$ cat src/rtl/cndm_msi_irq_gen.sv
// MSI interrupt request generator.
// Latches per-source interrupt pulses, picks one pending source round-robin,
// issues a single one-hot MSI vector request to the PCIe core, and handles
// sent / fail / timeout outcomes. A fail backs off before re-arbitrating.
// A timeout abandons the attempt and bumps a saturating counter.
module cndm_msi_irq_gen #(
  parameter int IRQ_N       = 32,
  parameter int RETRY_DELAY = 16,
  parameter int TIMEOUT     = 1024
) (
  input  logic              clk,
  input  logic              rst_n,
  input  logic [IRQ_N-1:0]  irq,
  input  logic [3:0]        cfg_interrupt_msi_enable,
  input  logic [11:0]       cfg_interrupt_msi_mmenable,
  output logic [31:0]       cfg_interrupt_msi_int,
  input  logic              cfg_interrupt_msi_sent,
  input  logic              cfg_interrupt_msi_fail,
  output logic [1:0]        cfg_interrupt_msi_select,
  output logic [2:0]        cfg_interrupt_msi_attr,
  output logic              cfg_interrupt_msi_tph_present,
  output logic [1:0]        cfg_interrupt_msi_tph_type,
  output logic [7:0]        cfg_interrupt_msi_tph_st_tag,
  output logic [7:0]        cfg_interrupt_msi_function_number,
  output logic [IRQ_N-1:0]  irq_pending,
  output logic [15:0]       timeout_count
);

  localparam int IDX_W   = (IRQ_N > 1) ? $clog2(IRQ_N) : 1;
  localparam int CNT_MAX = (TIMEOUT > RETRY_DELAY) ? TIMEOUT : RETRY_DELAY;
  localparam int CNT_W   = $clog2(CNT_MAX + 1);

  typedef enum logic [1:0] {
    S_IDLE,
    S_REQ,
    S_WAIT,
    S_BACKOFF
  } state_t;

  state_t             state_q, state_d;
  logic [IRQ_N-1:0]   pending_q, pending_d, clr;
  logic [IDX_W-1:0]   sel_q, sel_d;
  logic [IDX_W-1:0]   last_q, last_d;
  logic [4:0]         vec_q, vec_d;
  logic [CNT_W-1:0]   cnt_q, cnt_d;
  logic [15:0]        tmo_q, tmo_d;

  logic               found;
  logic [IDX_W-1:0]   pick;
  logic [2:0]         log_cnt;
  logic [4:0]         vec_mask;
  logic [4:0]         pick_vec;

  // Only function 0 and the low multi-message field are meaningful here.
  logic unused_cfg;
  assign unused_cfg = ^{cfg_interrupt_msi_enable[3:1], cfg_interrupt_msi_mmenable[11:3]};

  // Reset synchroniser: assertion is immediate, release lands on a clock edge.
  // NOTE: the synchronised reset still drives async clears downstream, so
  // reset assertion stays combinational while release is glitch-free.
  logic [1:0] rst_sync_q;
  logic       rst_int_n;

  always_ff @(posedge clk or negedge rst_n) begin
    if (!rst_n) rst_sync_q <= 2'b00;
    else        rst_sync_q <= {rst_sync_q[0], 1'b1};
  end

  assign rst_int_n = rst_sync_q[1];

  // Round-robin search starting just after the last serviced source.
  always_comb begin
    // NOTE: every comb output gets a default first so no path leaves it
    // unassigned, which would otherwise infer a latch.
    found = 1'b0;
    pick  = '0;
    for (int k = 0; k < IRQ_N; k++) begin
      int idx;
      idx = int'(last_q) + 1 + k;
      if (idx >= IRQ_N) idx = idx - IRQ_N;
      if (!found && pending_q[idx]) begin
        found = 1'b1;
        pick  = IDX_W'(idx);
      end
    end
  end

  // Vector fold: allowed count is 1 << min(mmenable, 5); source index is masked.
  always_comb begin
    log_cnt  = (cfg_interrupt_msi_mmenable[2:0] > 3'd5) ? 3'd5 : cfg_interrupt_msi_mmenable[2:0];
    vec_mask = 5'((32'd1 << log_cnt) - 32'd1);
    pick_vec = 5'(pick) & vec_mask;
  end

  // Next-state and datapath updates for the request FSM.
  always_comb begin
    state_d = state_q;
    sel_d   = sel_q;
    vec_d   = vec_q;
    last_d  = last_q;
    cnt_d   = cnt_q;
    tmo_d   = tmo_q;
    clr     = '0;

    case (state_q)
      S_IDLE: begin
        if (cfg_interrupt_msi_enable[0] && found) begin
          sel_d   = pick;
          vec_d   = pick_vec;
          state_d = S_REQ;
        end
      end
      S_REQ: begin
        cnt_d   = '0;
        state_d = S_WAIT;
      end
      S_WAIT: begin
        if (cfg_interrupt_msi_sent) begin
          // Sent wins over a simultaneous fail.
          clr[sel_q] = 1'b1;
          last_d     = sel_q;
          state_d    = S_IDLE;
        end else if (cfg_interrupt_msi_fail) begin
          cnt_d   = '0;
          state_d = S_BACKOFF;
        end else if (cnt_q == CNT_W'(TIMEOUT - 1)) begin
          if (tmo_q != 16'hFFFF) tmo_d = tmo_q + 16'd1;
          state_d = S_IDLE;
        end else begin
          cnt_d = cnt_q + 1'b1;
        end
      end
      S_BACKOFF: begin
        if (cnt_q == CNT_W'(RETRY_DELAY - 1)) state_d = S_IDLE;
        else                                  cnt_d   = cnt_q + 1'b1;
      end
      default: state_d = S_IDLE;
    endcase

    // A new pulse on a bit being cleared keeps it pending.
    pending_d = (pending_q & ~clr) | irq;
  end

  // State and datapath registers.
  always_ff @(posedge clk or negedge rst_int_n) begin
    // NOTE: sequential state uses non-blocking assignments so every register
    // samples the pre-edge values regardless of statement order.
    if (!rst_int_n) begin
      state_q   <= S_IDLE;
      pending_q <= '0;
      sel_q     <= '0;
      last_q    <= IDX_W'(IRQ_N - 1);
      vec_q     <= '0;
      cnt_q     <= '0;
      tmo_q     <= '0;
    end else begin
      state_q   <= state_d;
      pending_q <= pending_d;
      sel_q     <= sel_d;
      last_q    <= last_d;
      vec_q     <= vec_d;
      cnt_q     <= cnt_d;
      tmo_q     <= tmo_d;
    end
  end

  assign cfg_interrupt_msi_int = (state_q == S_REQ) ? (32'd1 << vec_q) : 32'd0;
  assign irq_pending           = pending_q;
  assign timeout_count         = tmo_q;

  assign cfg_interrupt_msi_select          = '0;
  assign cfg_interrupt_msi_attr            = '0;
  assign cfg_interrupt_msi_tph_present     = 1'b0;
  assign cfg_interrupt_msi_tph_type        = '0;
  assign cfg_interrupt_msi_tph_st_tag      = '0;
  assign cfg_interrupt_msi_function_number = '0;

endmodule

$ cat config.mk
export PLATFORM = sky130hd
export DESIGN_NAME = cndm_msi_irq_gen
export DESIGN_NICKNAME = d
export VERILOG_FILES = /design/src/rtl/cndm_msi_irq_gen.sv
export SDC_FILE = /design/constraint.sdc
export NUM_CORES = 1
export LEC_CHECK = 0
export CAP_MARGIN = 25
export CORE_ASPECT_RATIO = 0.9
export CORE_UTILIZATION = 40
export CTS_CLUSTER_SIZE = 28
export DETAILED_ROUTE_END_ITERATION = 10
export HOLD_SLACK_MARGIN = 0.08
export SLEW_MARGIN = 20
export SYNTH_ARGS = -nofsm -noshare
export SYNTH_HDL_FRONTEND = slang
export SYNTH_SLANG_ARGS = --single-unit
export TNS_END_PERCENT = 1
$ cat constraint.sdc
create_clock -name clk -period 2.96 [get_ports clk]
set_input_delay 0.888 -clock clk [delete_from_list [all_inputs] [get_ports clk]]
set_output_delay 0.888 -clock clk [all_outputs]
set_load 0.01 [all_outputs]
Word-level counts from Yosys, hierarchy flattened
Cells that the tools add are included.
Word-level totals
  bits in registers: 78
  output and inout bits: 104
  word-level logic and storage cells: 442
Operators by class
  add/sub/neg operators: 67
  $lt $le $gt $ge: 67
  eq/ne operators: 12
  shift-type cells: 2
  mux-type cells: 209
  bitwise operators: 6
  reduce and logical (&&, ||, !) cells: 71
Operator list (number)
  32-bit 2-to-1 mux: 35
  32-bit by 7-bit < comparator with 1-bit output, second input constant: 32
  32-bit by 7-bit greater-or-equal comparator with 1-bit output, second input constant: 31
  32-bit by 7-bit subtractor with 32-bit output, second input constant: 31
  32-bit by 6-bit adder with 32-bit output, second input constant: 15
  32-bit by 5-bit adder with 32-bit output, second input constant: 8
  1-bit binary-select mux with 5-bit select: 32
  5-bit 2-to-1 mux: 32
  32-bit by 4-bit adder with 32-bit output, second input constant: 4
  1-bit 2-to-1 mux: 97
  32-bit by 3-bit adder with 32-bit output, second input constant: 2
  11-bit 2-to-1 mux: 4
  1-bit logical AND: 33
  11-bit one-hot mux with 3 select lines: 1
  32-bit by 2-bit adder with 32-bit output, second input constant: 1
  32-bit AND: 1
  32-bit inverter: 1
  32-bit bitwise OR: 1
  1-bit by 5-bit << shifter with 32-bit output, first input constant: 1
  1-bit zero test: 31
  16-bit by 1-bit adder with 16-bit output, second input constant: 1
  16-bit != test, second input constant: 1
  11-bit by 1-bit adder with 11-bit output, second input constant: 1
  11-bit by 10-bit equality test with 1-bit output, second input constant: 1
  other kinds (27): 37

Logic depth before layout (Yosys ltp)
Gate-level depths: netlist (run 1).
  depth in word-level cells: 103
  gate-level depth with buffers: 22

Worst setup path before layout (run 1)
No wires, ideal clock.
  path type: flip-flop to flip-flop
  start: register last_q[0]
  end: register vec_q[4]
  library setup time: 0.103 ns
  data arrival time: 6.006 ns
  slack: -3.149 ns
  cell stages (with the launch flop): 20
  path buffers: 7
  clock period less this slack: 6.109 ns
  path through: dfstp_2 -> buf_1 -> clkbuf_1 -> inv_1 -> ha_1 -> buf_4 -> buf_2 -> clkbuf_1 -> buf_1 -> mux4_2 -> mux4_2 -> mux2i_1 -> nand3_2 -> or4_1 -> buf_2 -> nor3_1 -> o21ai_1 -> a221o_1 -> and4b_4 -> o41ai_2
Between the ends
  longest elaborated chain between the ends: 102
  elaborated cells between the ends (all ways): 353
RTL lines
  start: declaration: line 43  | logic [IDX_W-1:0] last_q, last_d;
  start signal: assignment: line 152  | last_q <= IDX_W'(IRQ_N - 1);
  start signal: assignment: line 160  | last_q <= last_d;
  5-bit by 1-bit adder with 6-bit output *: line 79  | idx = int'(last_q) + 1 + k;
  branches (longest 101 deep; another with 32-bit by 2-bit adder with 32-bit output)
  end signal: assignment: line 161  | vec_q <= vec_d;
  end: declaration: line 44  | logic [4:0] vec_q, vec_d;
Every way passes the cells marked *. The select of a mux whose other input is x is not followed.
A chain may end at the register's enable or synchronous reset.

Worst setup path after layout (run 1)
Same ends and word-level chain as after synthesis.

==> summary.txt, run 1 <==
Routing
  – DR vias: between 10000 and 15000
  – Routed wire length: roughly 45000 um
  – Avg WL per Cell: 22.9 um
  – Drt drc: 10
  – Via density: ~6.0
  – First drt pass iteration count: 9
  – DR iter-0 viols: about 1000
  – Antenna-violating nets left: 0

Yosys
  – Synth cell types: 99
  – Syn Std Cell Area: around 9600 um2
  – Post-synth ARST share: 100%
  – EDFF count, synth: 0
  – Post-Synthesis Cells: 1190
  – Main synth FF type: dfrtp_1
  – Synthesis-stage register bit count: 78
  – Post-synthesis sequential area ratio: between 20% and 30%
  – Avg Synthesized Cell Area: a little over 8 um2
  – YS warnings: 0

Setup path
  – CP arrival: 5.08 ns
  – CP max stage delay: about 0.57 ns
  – Setup Crit Path Kind: reg -> reg
  – Crit. End Element: flop
  – Required time of the critical path: between 3 and 4 ns
  – Largest delay share family, worst path: simple AND/OR/NAND/NOR gates
  – Cell depth of the worst setup path: 18
  – Worst path most repeated cell: buf_6
  – Cell Chain, Critical Path: inv_4 > ha_4 > buf_6 > buf_8 > mux4_2 > o311a_1 > nor4_2 > buf_4 > mux2i_1 > or3_4 > or4_4 > buf_6 > nor3_4 > nand3_2 > o311ai_2 > nand2_1 > and4b_4 > o41ai_2
  – Slowest stage cell, crit path: dfstp_2
  – CP bufs+invs: 5
  – CP Launch Type: flop
  – Peak fanout along the critical path: 5
  – Reg2Reg Depth: 18

Power and ir drop
  – Clock network fraction of total power: under 10%
  – Sw Ratio: 51.6%
  – NetSw: 10700 uW
  – Flop pwr share: 7.2%
  – Internal power: a little over 10000 uW
  – Combinational power share: between 80% and 90%
  – Leak: 0.00644 uW
  – Pwr/cell area: ~1400 nW/um2
  – Worst vdd ir: 0.721 mV

Floorplan
  – Die X: 166 um
  – Die Y: 149 um
  – Num ports: 156
  – Core Rows: 53
  – Die area: approximately 25000 um2
  – Initial Util: about 41%
  – Core Area: 23500 um2

Timing
  – Final slew viol count: 0
  – Period utilization: 163%
  – Fin. Hold Viols: 0
  – Setup violations, final: 12
  – Min Tclk post-route: just under 5 ns
  – Worst setup margin: -1.88 ns
  – Final Skew: 0.00968 ns
  – WHS: ~0.22 ns
  – Worst-Margin Slew: approximately 0.58 ns
  – RSZ-0062 raised after global routing: yes
  – F_max: 207 MHz
  – Max-slew headroom: about three fifths

GRT
  – Total congestion overflow: 0
  – Vias in the first global route: around 11000
  – First-pass GRT wire length: 68000 um
  – Initial antenna violation count: 0
  – Largest net degree at the start of global routing: between 70 and 80
  – GR Util All Layers: between 30% and 40%

Clocking
  – # clock sinks: 78
  – Clock root buffer: clkbuf_16
  – Clock tree from TritonCTS: done
  – Clock Latency Late Sink: 0.34 ns
  – TritonCTS Buffers: 9
  – Clock input transition at the sequential cells of the worst setup and hold paths: about 0.060 ns
  – H-tree depth: 3
  – Clock Tree Buf Depth: 2

Status
  – Failing checks: design-rule violations, negative setup slack
  – Status: complete, but fails checks

Cells and area
  – Area Overhead vs Synth: 55.0%
  – # nets final: 1735
  – Design Area, Final: between 10000 and 15000 um2
  – Proportion of layout cells with a drive suffix above 1: between 30 and 40%
  – # diodes: 0

Place
  – Cell Area, Placed: roughly 14000 um2
  – GPL Wtd Cong: slightly above 1
  – Pre-CTS WS: -2.21 ns
  – IO Port Bufs: ~120
  – Hpwl dp: ~37000 um

Run
  – Max Cap Viol: 0

Worst hold path
  – Hold Path Class: reg -> async
## state kept, by name (all words and copies together) (netlist names)
register       flops
last_q             5
irq_pending       32
sel_q              5
vec_q              5
state_q            2
rst_sync_q         2
cnt_q             11
timeout_count     16
## per-stage QoR
| step | setup TNS (ns) | std cells | util [%] | power [uW] |
|---|---|---|---|---|
| finish | -21.58 | 1975 | 63.5 | 20800 |
| global route | -23.44 | 1975 | 63.5 | 21800 |
| CTS | -21.08 | 1972 | 62.6 | 20000 |
| detailed placement | -24.39 | 1923 | 59.1 | 17900 |
| global placement | -23.89 | 1923 | 59.1 | 17900 |
| floorplan | -23.64 | 1213 | - | 9640 |
## cell type report
class	instances	area [um2]
clock buffer	10	229
fill	2085	8580
sequential	78	1960
multi-input combinational	1022	7680
inverter	26	100
tap	302	378
timing repair buffer	531	4540
clock inverter	6	70.1
## cell usage after synthesis, drive strengths merged (5+ instances only)
cell	instances	area [um2]
nor2b	7	43.8
or2	11	68.8
o211ai	17	128
a22oi	20	150
o221ai	5	43.8
nor3	35	186
nor3b	9	83.8
o311a	5	50.1
nand3	32	170
a21o	26	195
clkbuf	44	165
a311oi	5	43.8
ha	15	188
nand4	23	144
a32oi	5	43.8
o32ai	5	43.8
nor4	16	128
xor2	14	123
o311ai	5	51.3
a211o	5	43.8
mux4	44	991
mux2i	31	323
inv	26	97.6
or4	6	48.8
xnor2	31	298
dfstp	5	131
nor2	114	428
o31ai	8	60.1
nand2b	37	231
a2111oi	5	81.3
o21ai	97	489
and4	5	43.8
nand2	146	548
and2	13	81.3
o21a	13	97.6
mux2	26	297
and3	16	100
a21oi	47	235
dfrtp	73	1830
a211oi	23	183
a31oi	10	62.6
buf	44	283
or3	9	61.3
## power groups by stage
stage | clock network [uW] | logic, uW | registers (uW)
floorplan | 0 | 8300 | 1340
global placement | 0 | 16400 | 1500
detailed placement | 0 | 16400 | 1510
CTS | 1140 | 17400 | 1500
global route | 1170 | 19100 | 1510
finish | 1120 | 18100 | 1490
## kinds of logic (layout without fill, tap and decap cells)
kind of cell	after synthesis	count (layout)	synth area share, %
AO/OA/AOI/OAI	340	341	24.5
XOR/XNOR	47	47	4.84
adder cells (fa/ha/maj)	15	15	1.95
buffers and inverters	114	573	5.65
flip-flops	78	78	20.3
multiplexers	101	101	16.7
other	2	25	0.0778
AND/OR/NAND/NOR	493	493	26.0
## worst register-to-register path, stage by stage, from the launching register on
cell,delay [ns]
dfstp_2,0.57
inv_4,0.05
ha_4,0.30
buf_6,0.12
buf_8,0.10
mux4_2,0.57
o311a_1,0.15
nor4_2,0.28
buf_4,0.17
mux2i_1,0.10
or3_4,0.44
or4_4,0.45
buf_6,0.15
nor3_4,0.25
nand3_2,0.14
o311ai_2,0.30
nand2_1,0.09
and4b_4,0.20
o41ai_2,0.31
## final timing paths
kind,from,end,slack [ns]
min in group clk,rst_sync_q[0],rst_sync_q[1],0.35
max in group asynchronous,rst_sync_q[1],last_q[4],2.11
setup reg to reg,last_q[0],vec_q[4],-1.88
hold reg to reg,rst_sync_q[1],cnt_q[0],0.22
setup / recovery,last_q[0],vec_q[4],-1.88
hold / removal,rst_sync_q[1],cnt_q[0],0.22
## per-layer routing
| metal | global-route usage (%) | wire (um) | share of wire, % |
|---|---|---|---|
| met2 | 57.4 | 20100 | 44 |
| met3 | 6.05 | 3770 | 8.3 |
| met4 | 15.1 | 1840 | 4.1 |
| met5 | 0 | 0 | 0 |
| met1 | 49.5 | 19600 | 43 |
## cells in the final DEF (no fill, tap or decap), types with 26 or more instances in the layout
cell and instances:
xnor2_1 27, nand2b_1 37, nor2_1 108, a21o_1 26, o21ai_0 80, clkdlybuf4s50_1 90
mux4_2 44, nor3_1 30, dfrtp_1 71, a21oi_1 45, buf_4 385, nand2_1 142
## repair_timing
action                                  CTS  global route
cloned                                    2             0
endpoints found under the setup margin   42            31
resized for setup                        76            53
hold buffers                              0             0
endpoints found under the hold margin     0             0
setup buffers                            31             2
pin swaps                                32            19
No activity file was read; power rests on OpenSTA's default activity.
==> run 2, diff against run 1 <==
==> constraint.sdc (replaced) <==
create_clock -name clk -period 2.96 [get_ports clk]
set_input_delay 0.592 -clock clk [delete_from_list [all_inputs] [get_ports clk]]
set_output_delay 0.592 -clock clk [all_outputs]
set_load 0.01 [all_outputs]
==> run 2 against run 1 <==
Effect of this change:
- the run still ends with design-rule violations, negative setup slack left
- clock skew decreased by 0.0038 ns
- count of clock-buffer cells in the layout unchanged
- sequential power barely moved
- cell count about the same
- die area stayed put
- clock power increased by 18%
- utilization fell by 0.29 points
- via count up 0.56%
- sequential cell count unchanged
- first-iteration DRC count grew 6.0%
- total power up 1.0%
- critical path depth fell by 2
- largest cell class unchanged
==> summary.txt, run 2 (same netlist as run 1, synthesis figures left out) <==
GRT
  – Largest net degree at the start of global routing: 77
  – GR Util All Layers: roughly 36%
  – First-pass GRT wire length: around 70000 um
  – Initial antenna violation count: 0
  – Vias in the first global route: 11400
  – Total congestion overflow: 0

Routing
  – Via density: 6.03
  – DR iter-0 viols: roughly 1100
  – First drt pass iteration count: 8
  – Drt drc: 10
  – Avg WL per Cell: about 23 um
  – Antenna-violating nets left: 0
  – DR vias: between 10000 and 15000
  – Routed wire length: around 45000 um

Timing
  – Max-slew headroom: between 50% and 60%
  – WHS: 0.215 ns
  – Min Tclk post-route: 4.86 ns
  – RSZ-0062 raised after global routing: yes
  – Worst setup margin: -1.90 ns
  – Setup TNS: -22.01 ns
  – Final slew viol count: 0
  – Fin. Hold Viols: 0
  – Period utilization: 164%
  – Setup violations, final: 12
  – F_max: approximately 200 MHz
  – Worst-Margin Slew: between 0.6 and 0.7 ns
  – Final Skew: slightly below 0.006 ns

Run
  – Max Cap Viol: 0

Cells and area
  – # nets final: 1736
  – Proportion of layout cells with a drive suffix above 1: between 30% and 40%
  – Max FFs per register: 32
  – Design Area, Final: roughly 15000 um2
  – Most frequent cells in the layout: buf_4, nand2_1, clkdlybuf4s50_1
  – # diodes: 0
  – Commonest non-fill, non-tap cell in the layout: buf_4
  – Area Overhead vs Synth: 54.3%

Clocking
  – TritonCTS Buffers: 9
  – Clock Tree Buf Depth: 2
  – Clock Latency Late Sink: between 0.3 and 0.4 ns
  – Clock tree from TritonCTS: done
  – Clock input transition at the sequential cells of the worst setup and hold paths: ~0.060 ns
  – # clock sinks: 78
  – H-tree depth: 3
  – Clock root buffer: clkbuf_16

Setup path
  – Cell Chain, Critical Path: inv_4 > ha_4 > buf_6 > buf_6 > mux4_2 > buf_4 > mux4_2 > mux2i_2 > nand3_2 > or4_4 > or4_4 > o21a_1 > o211ai_1 > a21oi_2 > o211ai_1 > o22ai_1
  – Setup Crit Path Kind: reg -> reg
  – Crit. End Element: flop
  – Cell depth of the worst setup path: 16
  – Reg2Reg Depth: 16
  – CP bufs+invs: 4
  – Peak fanout along the critical path: 8
  – CP Launch Type: flop
  – Required time of the critical path: around 3.2 ns
  – Largest delay share family, worst path: simple AND/OR/NAND/NOR gates
  – CP arrival: roughly 5.1 ns
  – Slowest stage cell, crit path: or4_4
  – CP max stage delay: between 0.6 and 0.7 ns

Floorplan
  – Core Area: ~24000 um2
  – Initial Util: between 40% and 50%
  – Die Y: about 150 um
  – Core Rows: 53
  – Die area: about 25000 um2
  – Num ports: roughly 160
  – Die X: ~170 um

Power and ir drop
  – Leak: about 0.0061 uW
  – Final Power: 21000 uW
  – Worst vdd ir: 0.593 mV
  – Pwr/cell area: approximately 1400 nW/um2

Place
  – Cell Area, Placed: between 10000 and 15000 um2
  – Hpwl dp: 37100 um
  – IO Port Bufs: around 120
  – GPL Wtd Cong: a little under 1

Worst hold path
  – Hold Path Class: reg -> async

Status
  – Status: complete, but fails checks
  – Failing checks: design-rule violations, negative setup slack
==> run 2: changes by cell type in the layout (fill, tap and decap cells not counted), sizes merged <==
cell,before,now
bufinv,1,3
clkinv,0,1
dlygate4sd2,13,0
dlymetal6s2s,16,0
clkdlybuf4s50,90,119
clkinvlp,3,1
buf,411,413
inv,28,27
bufbuf,1,0
==> run 2: per-layer routing <==
metal  track usage (%)  wire, um  vias up
li1                  -         -     5425
met1              49.1     19600     5783
met2              58.5     19900      600
met3              4.75      3560      112
met4              16.2      2090        0
met5                 0         0        -
==> run 2: path summary, 6_finish.rpt <==
check,startpoint,end,slack (ns)
setup / recovery,last_q[0],vec_q[1],-1.90
hold / removal,rst_sync_q[1],cnt_q[1],0.21
setup reg to reg,last_q[0],vec_q[1],-1.90
hold reg to reg,rst_sync_q[1],cnt_q[1],0.21
max in group asynchronous,rst_sync_q[1],last_q[1],2.11
min in group clk,rst_sync_q[0],rst_sync_q[1],0.35
==> run 2: cell type report <==
class / instances / area, um2
Clock inverter: 6 / 118
Inverter: 26 / 100
Timing Repair Buffer: 532 / 4440
Clock buffer: 10 / 239
Multi-Input combinational cell: 1022 / 7650
Tap cell: 302 / 378
Sequential cell: 78 / 1960
Fill cell: 2044 / 8650
==> run 2: per-stage QoR <==
stage,instances,setup WS [ns],util [%]
after global routing,1976,-2.06,63.2
after global placement,1945,-2.03,59.8
after floorplan,1213,-2.11,-
final,1976,-1.90,63.2
after CTS,1971,-1.92,62.1
after detailed placement,1945,-2.13,59.8
==> run 2: power by group <==
| group | leakage, uW | total, uW | internal [uW] | switching, uW |
|---|---|---|---|---|
| Combinational | 0.00503 | 18200 | 8200 | 9970 |
| Clock | 0.000171 | 1320 | 855 | 463 |
| Sequential | 0.000879 | 1490 | 1210 | 276 |
==> run 2: repair_timing <==
item / CTS / global route
resized for setup: 28 / 47
buffers inserted: 9 / 4
setup endpoints to repair: 13 / 20
gates cloned: 1 / 0
pin swaps: 13 / 25
hold buffers: 0 / 0
